===== src/rtl/elm_weight_loader.sv =====
// elm_weight_loader: streams AXI-S weight words into per-neuron weight RAMs, neuron-major.
// Optional tlast framing check enabled by defining WEIGHT_LOADER_TLAST_CHECK_EN.
module elm_weight_loader #(
  parameter int numNeurons   = 42,
  parameter int numWeight    = 784,
  parameter int addressWidth = 10,
  parameter int dataWidth    = 16,
  parameter int neuronWidth  = 6
) (
  input  logic                   clk,
  input  logic                   rst,
  input  logic                   start,
  input  logic [dataWidth-1:0]   s_axis_tdata,
  input  logic                   s_axis_tvalid,
  output logic                   s_axis_tready,
  input  logic                   s_axis_tlast,
  output logic                   wen,
  output logic [addressWidth:0]  waddr,
  output logic [dataWidth-1:0]   wdata,
  output logic [neuronWidth-1:0] wsel,
  output logic                   busy,
  output logic                   done,
  output logic                   err
);
  localparam logic [1:0] IDLE = 2'd0, LOAD = 2'd1, DONE = 2'd2, ERR = 2'd3;
  localparam logic [addressWidth:0]  LAST_A = (addressWidth+1)'(numWeight - 1);
  localparam logic [neuronWidth-1:0] LAST_N = neuronWidth'(numNeurons - 1);
  logic [1:0]               state_q, state_d;
  logic [addressWidth:0]    addr_q, addr_d, waddr_q;
  logic [neuronWidth-1:0]   nrn_q, nrn_d, wsel_q;
  logic [dataWidth-1:0]     wdata_q;
  logic                     tready_q, tready_d, wen_q, done_q, err_q, err_d;
  logic                     accept, last_word, addr_wrap, frame_err;
  assign accept    = tready_q & s_axis_tvalid;
  assign addr_wrap = addr_q == LAST_A;
  assign last_word = addr_wrap && nrn_q == LAST_N;
`ifdef WEIGHT_LOADER_TLAST_CHECK_EN
  assign frame_err = accept & (s_axis_tlast ^ last_word);
`else
  // tlast carries no meaning when the load is framed purely by word count
  assign frame_err = s_axis_tlast & 1'b0;
`endif
  always_comb begin
    state_d = state_q;
    addr_d  = addr_q;
    nrn_d   = nrn_q;
    err_d   = err_q;
    if (start && (state_q == IDLE || state_q == ERR)) begin
      state_d = LOAD;
      addr_d  = '0;
      nrn_d   = '0;
      err_d   = 1'b0;
    end else if (accept) begin
      addr_d  = addr_wrap ? '0 : addr_q + 1'b1;
      nrn_d   = addr_wrap ? nrn_q + 1'b1 : nrn_q;
      state_d = frame_err ? ERR : last_word ? DONE : LOAD;
      err_d   = err_q | frame_err;
    end else if (state_q == DONE) begin
      state_d = IDLE;
    end
    tready_d = state_d == LOAD;
  end
  always_ff @(posedge clk or posedge rst) begin
    if (rst) begin
      state_q  <= IDLE;
      addr_q   <= '0;
      nrn_q    <= '0;
      tready_q <= 1'b0;
      wen_q    <= 1'b0;
      waddr_q  <= '0;
      wdata_q  <= '0;
      wsel_q   <= '0;
      done_q   <= 1'b0;
      err_q    <= 1'b0;
    end else begin
      state_q  <= state_d;
      addr_q   <= addr_d;
      nrn_q    <= nrn_d;
      tready_q <= tready_d;
      wen_q    <= accept;
      done_q   <= state_q == DONE;
      err_q    <= err_d;
      if (accept) begin
        waddr_q <= addr_q;
        wdata_q <= s_axis_tdata;
        wsel_q  <= nrn_q;
      end
    end
  end
  assign s_axis_tready = tready_q;
  assign wen   = wen_q;
  assign waddr = waddr_q;
  assign wdata = wdata_q;
  assign wsel  = wsel_q;
  assign busy  = state_q == LOAD;
  assign done  = done_q;
  assign err   = err_q;
endmodule


===== config.mk =====
export PLATFORM = sky130hd
export DESIGN_NAME = elm_weight_loader
export DESIGN_NICKNAME = d
export VERILOG_FILES = /design/src/rtl/elm_weight_loader.sv
export SDC_FILE = /design/constraint.sdc
export NUM_CORES = 1
export LEC_CHECK = 0
export BUFFER_PORTS_ARGS = -buffer_cell sky130_fd_sc_hd__buf_2
export CORE_ASPECT_RATIO = 1.5
export CORE_MARGIN = 2
export CORE_UTILIZATION = 30
export CTS_BUF_LIST = sky130_fd_sc_hd__clkbuf_2 sky130_fd_sc_hd__clkbuf_4 sky130_fd_sc_hd__clkbuf_8
export CTS_CLUSTER_SIZE = 40
export DETAILED_ROUTE_END_ITERATION = 7
export SYNTH_ARGS = -nofsm -noshare
export SYNTH_HDL_FRONTEND = slang
export SYNTH_SLANG_ARGS = --single-unit

===== constraint.sdc =====
create_clock -name clk -period 2.4 [get_ports clk]
set_input_delay 0.12 -clock clk [delete_from_list [all_inputs] [get_ports clk]]
set_output_delay 0.12 -clock clk [all_outputs]
set_load 0.02 [all_outputs]

==> out/results.ini, run 1 <==
[status]
status=completed

[clock_tree]
cts_tree=done
htree_levels=2
post-cts-setup-buffers=0
cts_resized=0
clock-root-buffer=clkbuf_8
clk_pin_slew_ns=0.09
ctsHoldBuffers=17
cts_made_buffers=5
clk_path_buf_depth=2
cts_num_sinks=55
clk_latency_ns=0.31

[worst_setup_path]
r2r_slack_ns=0.10
startpoint=addr_q[0]
crit_end=nrn_q[5]
rr_startpoint=addr_q[0]
cp_data_required_time_ns=2.64
end_kind=flop
startpoint_type=flop
crit_fanout=6
critical_path_arrival_ns=2.54
ff2ff_path_depth=5
r2r-end=nrn_q[5]
criticalPathCategory=reg2reg

[logic_synthesis]
ys_seq_elements=55
syn_area_um2=2380
synth_top_family_by_area=simple AND/OR/NAND/NOR gates
synth-xor-area-share_pct=2.58
synth_flop_cell=dfrtp_1
postSynth.asyncResetShare_pct=100
synth_adder_area_share_pct=3.16
synth_cell_types=32
synth_warnings=0
syn-num-nets=284
syn_area_per_cell_um2=9.25
netlist_instances=257
seq_area_frac_synth_pct=57.9
synth_edf_count=0
synth_compound_area_share_pct=5.48
yosys.area_share.simple_pct=28.2
synth.area.mux_share_pct=0

[grt]
track_usage_pct=13.3
antenna_found_initial=0
grt_pass1_vias=2041
grt_pass1_wl_um=9280
grt_max_degree=41
overflow=0

[placement]
finalWeightedCongestion=0.795
dp_hpwl_um=3470
pre_cts_slack_ns=0.107
port_buffers=56

[cells_and_area]
nNetsFinal=360
drive_gt1_share_pct=24.0
seq_area_um2=1380
multi_input_area_um2=940
syn2layout_area_growth_pct=28.8
antenna_cells=0
final_common_cell=nand2_1
num-fill-cells=790
final_cell_mix=109 x nand2_1, 56 x buf_2, 55 x dfrtp_1

[min_path]
hold_path_startpoint=start
min_path_type=in2reg

[sta]
tns_ns=0
max-slew-margin-rel_pct=60.1
timing.final.crit_share_pct=95.7
clock.fmax_ghz=0.435
finalCriticalPeriod_ns=2.30
finalWorstSetupSlack_ns=0.103
hold_viol_final=0
slew_violations=0
rsz0062_at_grt=false
worstMarginPinSlew_ns=0.598
skew_ns=0.00342
hold_slack_ns=0.189
final-setup-viol-count=0

[drt]
drc=0
drtPass1Iterations=4
wl_per_cell_um=12.0
antenna_left=0
dr.first_iter.drc_count=68
via_per_inst=4.54
wl_um=5230
routed-via-count=1978

[power]
powerDensity_nw_per_um2=884
power_leakage_nw=1.63
vdd_drop_max_uv=342

[floorplan]
die_area_um2=8660
fp-row-count=39
core_area_um2=7660
die_h_um=113
start_util_pct=31.0
ioPinCount=59
die_w_um=76.7

[run]
cap_violations=0

-- sequential cells by signal, indices dropped and copies added, names as in the netlist --
name           cells
wsel               6
wdata             16
state_q            2
s_axis_tready      1
done               1
addr_q            11
wen                1
nrn_q              6
waddr             11
-- layer usage --
metal	global-route usage, %	up-vias	share of wire, %
met2	22.9	52	48
met5	0	-	0
met3	3.99	9	4.6
met1	15.3	934	45
met4	5.33	0	2.5
li1	-	983	-
-- layout make-up --
cell class,count,area share [%]
inverters,5,0.613
multi-input cells,187,30.7
repair buffers,79,16.6
clock inverters,2,0.409
well taps,102,4.17
clock buffers,6,2.49
flip-flops and latches,55,45.0
-- cell usage after synthesis, types with 3 or more instances --
master / n / share of area (%)
nand4_1: 5 / 1.3
dfrtp_1: 55 / 58
or3_2: 3 / 0.95
or3_1: 4 / 1.1
ha_1: 6 / 3.2
o21ai_0: 7 / 1.5
nand2_1: 109 / 17
nor2_1: 12 / 1.9
nand3_1: 7 / 1.5
buf_1: 3 / 0.47
a21oi_1: 9 / 1.9
inv_1: 5 / 0.79
clkbuf_1: 6 / 0.95
and2_1: 3 / 0.79
xor2_1: 6 / 2.2
-- worst min-delay path by stage --
stage | end | depth (start not counted)
after floorplan | wdata[0] | 2
after global placement | wdata[5] | 2
after detailed placement | wdata[5] | 2
after CTS | state_q[0] | 3
after global routing | state_q[0] | 3
final | state_q[0] | 3
-- critical path: stages (launching register included) --
cell     delay [ns]
dfrtp_1        0.43
ha_1           0.19
or4b_4         0.48
or4_4          0.46
or4_1          0.51
a21oi_1        0.15
-- metrics by stage --
stage	cell area, µm²	util [%]	cells	total power [mW]
final	3060	39.9	436	2.70
after global routing	3060	39.9	436	2.91
after CTS	3060	39.9	436	2.76
after detailed placement	2800	36.6	411	2.21
after global placement	2800	36.6	411	2.19
after floorplan	2380	-	257	1.87
-- report_power, final --
part | switching (mW) | total [mW] | internal (mW)
sequential | 0.117 | 1.24 | 1.12
combinational | 0.641 | 0.954 | 0.312
clock | 0.297 | 0.513 | 0.216
total | 1.05 | 2.70 | 1.65
-- kinds of logic after synthesis --
group           after synthesis
other cells                   1
simple gates                151
compound gates               22
buf+inv                      15
xor+xnor                      7
fa+ha+maj                     6
flops                        55
No activity file was read; power rests on OpenSTA's default activity.
==> run 2: changes to the inputs <==
- clock period: 2.4 -> 2.55 ns (I/O delays scaled with it)
==> out/results.ini, run 2 (same netlist as run 1, synthesis figures left out) <==
[clock_tree]
clk_path_buf_depth=2
htree_levels=2
clk_pin_slew_ns=0.10
clk_latency_ns=0.31
clock-root-buffer=clkbuf_8
post-cts-setup-buffers=0
cts_tree=done
cts_num_sinks=55
cts_made_buffers=5
cts_resized=0

[sta]
final-setup-viol-count=0
finalWorstSetupSlack_ns=0.255
rsz0062_at_grt=false
clock.fmax_ghz=0.436
timing.final.crit_share_pct=90.0
max-slew-margin-rel_pct=66.6
slew_violations=0
tns_ns=0
skew_ns=0.00310
hold_viol_final=0
worstMarginPinSlew_ns=0.500
finalCriticalPeriod_ns=2.29

[power]
power_leakage_nw=1.65
powerDensity_nw_per_um2=856
vdd_drop_max_uv=296
power_mw=2.64

[worst_setup_path]
startpoint_type=flop
critical_path_arrival_ns=2.54
criticalPathCategory=reg2reg
end_kind=flop
cp_data_required_time_ns=2.79
crit_fanout=6

[cells_and_area]
largest_register_ffs=16
antenna_cells=0
nNetsFinal=362
final_cell_mix=109 x nand2_1, 56 x buf_2, 55 x dfrtp_1
finalNonFillerCells=438
drive_gt1_share_pct=24.4
utilization_pct=40.3
syn2layout_area_growth_pct=29.9
final_common_cell=nand2_1

[placement]
pre_cts_slack_ns=0.273
finalWeightedCongestion=0.817
dp_hpwl_um=3590
placedCellCount=413
port_buffers=56

[grt]
grt_max_degree=24
track_usage_pct=13.0
overflow=0
antenna_found_initial=0
grt_pass1_wl_um=9000
grt_pass1_vias=1918

[floorplan]
core_area_um2=7660
ioPinCount=59
die_w_um=76.7
start_util_pct=31.0
die_area_um2=8660
fp-row-count=39
die_h_um=113

[drt]
drc=0
wl_per_cell_um=11.9
wl_um=5230
dr.first_iter.drc_count=64
drtPass1Iterations=4
via_per_inst=4.54
antenna_left=0
routed-via-count=1989

[status]
status=completed

[run]
cap_violations=0

[min_path]
min_path_type=in2reg

## run 2: cell count changes in the layout (fill, tap and decap cells not counted)
cell,change
clkbuf_4,-1
buf_12,-1
buf_4,+3
clkinvlp_4,-1
clkinv_4,+1
bufinv_16,+1
## run 2: per-layer routing
| layer | global-route usage, % | part of all wire, % | vias up |
|---|---|---|---|
| li1 | - | - | 988 |
| met1 | 15.4 | 45 | 934 |
| met2 | 21.7 | 47 | 55 |
| met3 | 3.91 | 5.1 | 12 |
| met4 | 5.45 | 2.3 | 0 |
| met5 | 0 | 0 | - |
## run 2: final cells by class
class	instances	area, µm²
clock inverters	3	43.8
flip-flops and latches	55	1380
repair buffers	81	510
fillers	771	4580
multi-input cells	187	940
inverters	5	18.8
clock buffers	5	68.8
well taps	102	128
## run 2: worst max-delay path: stages, from the launching register on
cell     delay, ns
dfrtp_1       0.43
ha_1          0.18
or4b_4        0.48
or4_4         0.47
or4_1         0.51
a21oi_1       0.15
## run 2: worst paths after layout
| kind | start | endpoint | slack, ns | cells after the start |
|---|---|---|---|---|
| setup / recovery | addr_q[0] | nrn_q[5] | 0.26 | 5 |
| hold / removal | start | state_q[0] | 0.19 | 3 |
| setup reg to reg | addr_q[0] | nrn_q[5] | 0.26 | 5 |
| hold reg to reg | waddr[8] | waddr[8] | 0.48 | 2 |
| max in group asynchronous | rst | addr_q[10] | 1.54 | 4 |
| min in group asynchronous | rst | wdata[14] | 0.38 | 3 |
## run 2: power by group
| group | internal [mW] | switching [mW] | leakage (nW) | total [mW] |
|---|---|---|---|---|
| registers | 1.05 | 0.109 | 0.728 | 1.16 |
| logic | 0.295 | 0.603 | 0.863 | 0.897 |
| clock network | 0.293 | 0.289 | 0.0581 | 0.582 |
| total | 1.64 | 1.00 | 1.65 | 2.64 |
## run 2: timing repair
item / CTS / global route
setup endpoints to repair: 0 / 0
hold buffers: 17 / 0
endpoints found under the hold margin: 37 / 0
## run 2: per-stage QoR
stage          area (µm²)  hold WS [ns]
2_1_floorplan        2380         0.233
3_3_place_gp         2800         0.183
3_5_place_dp         2800         0.192
4_1_cts              3090         0.174
5_1_grt              3090         0.230
6_report             3090         0.189
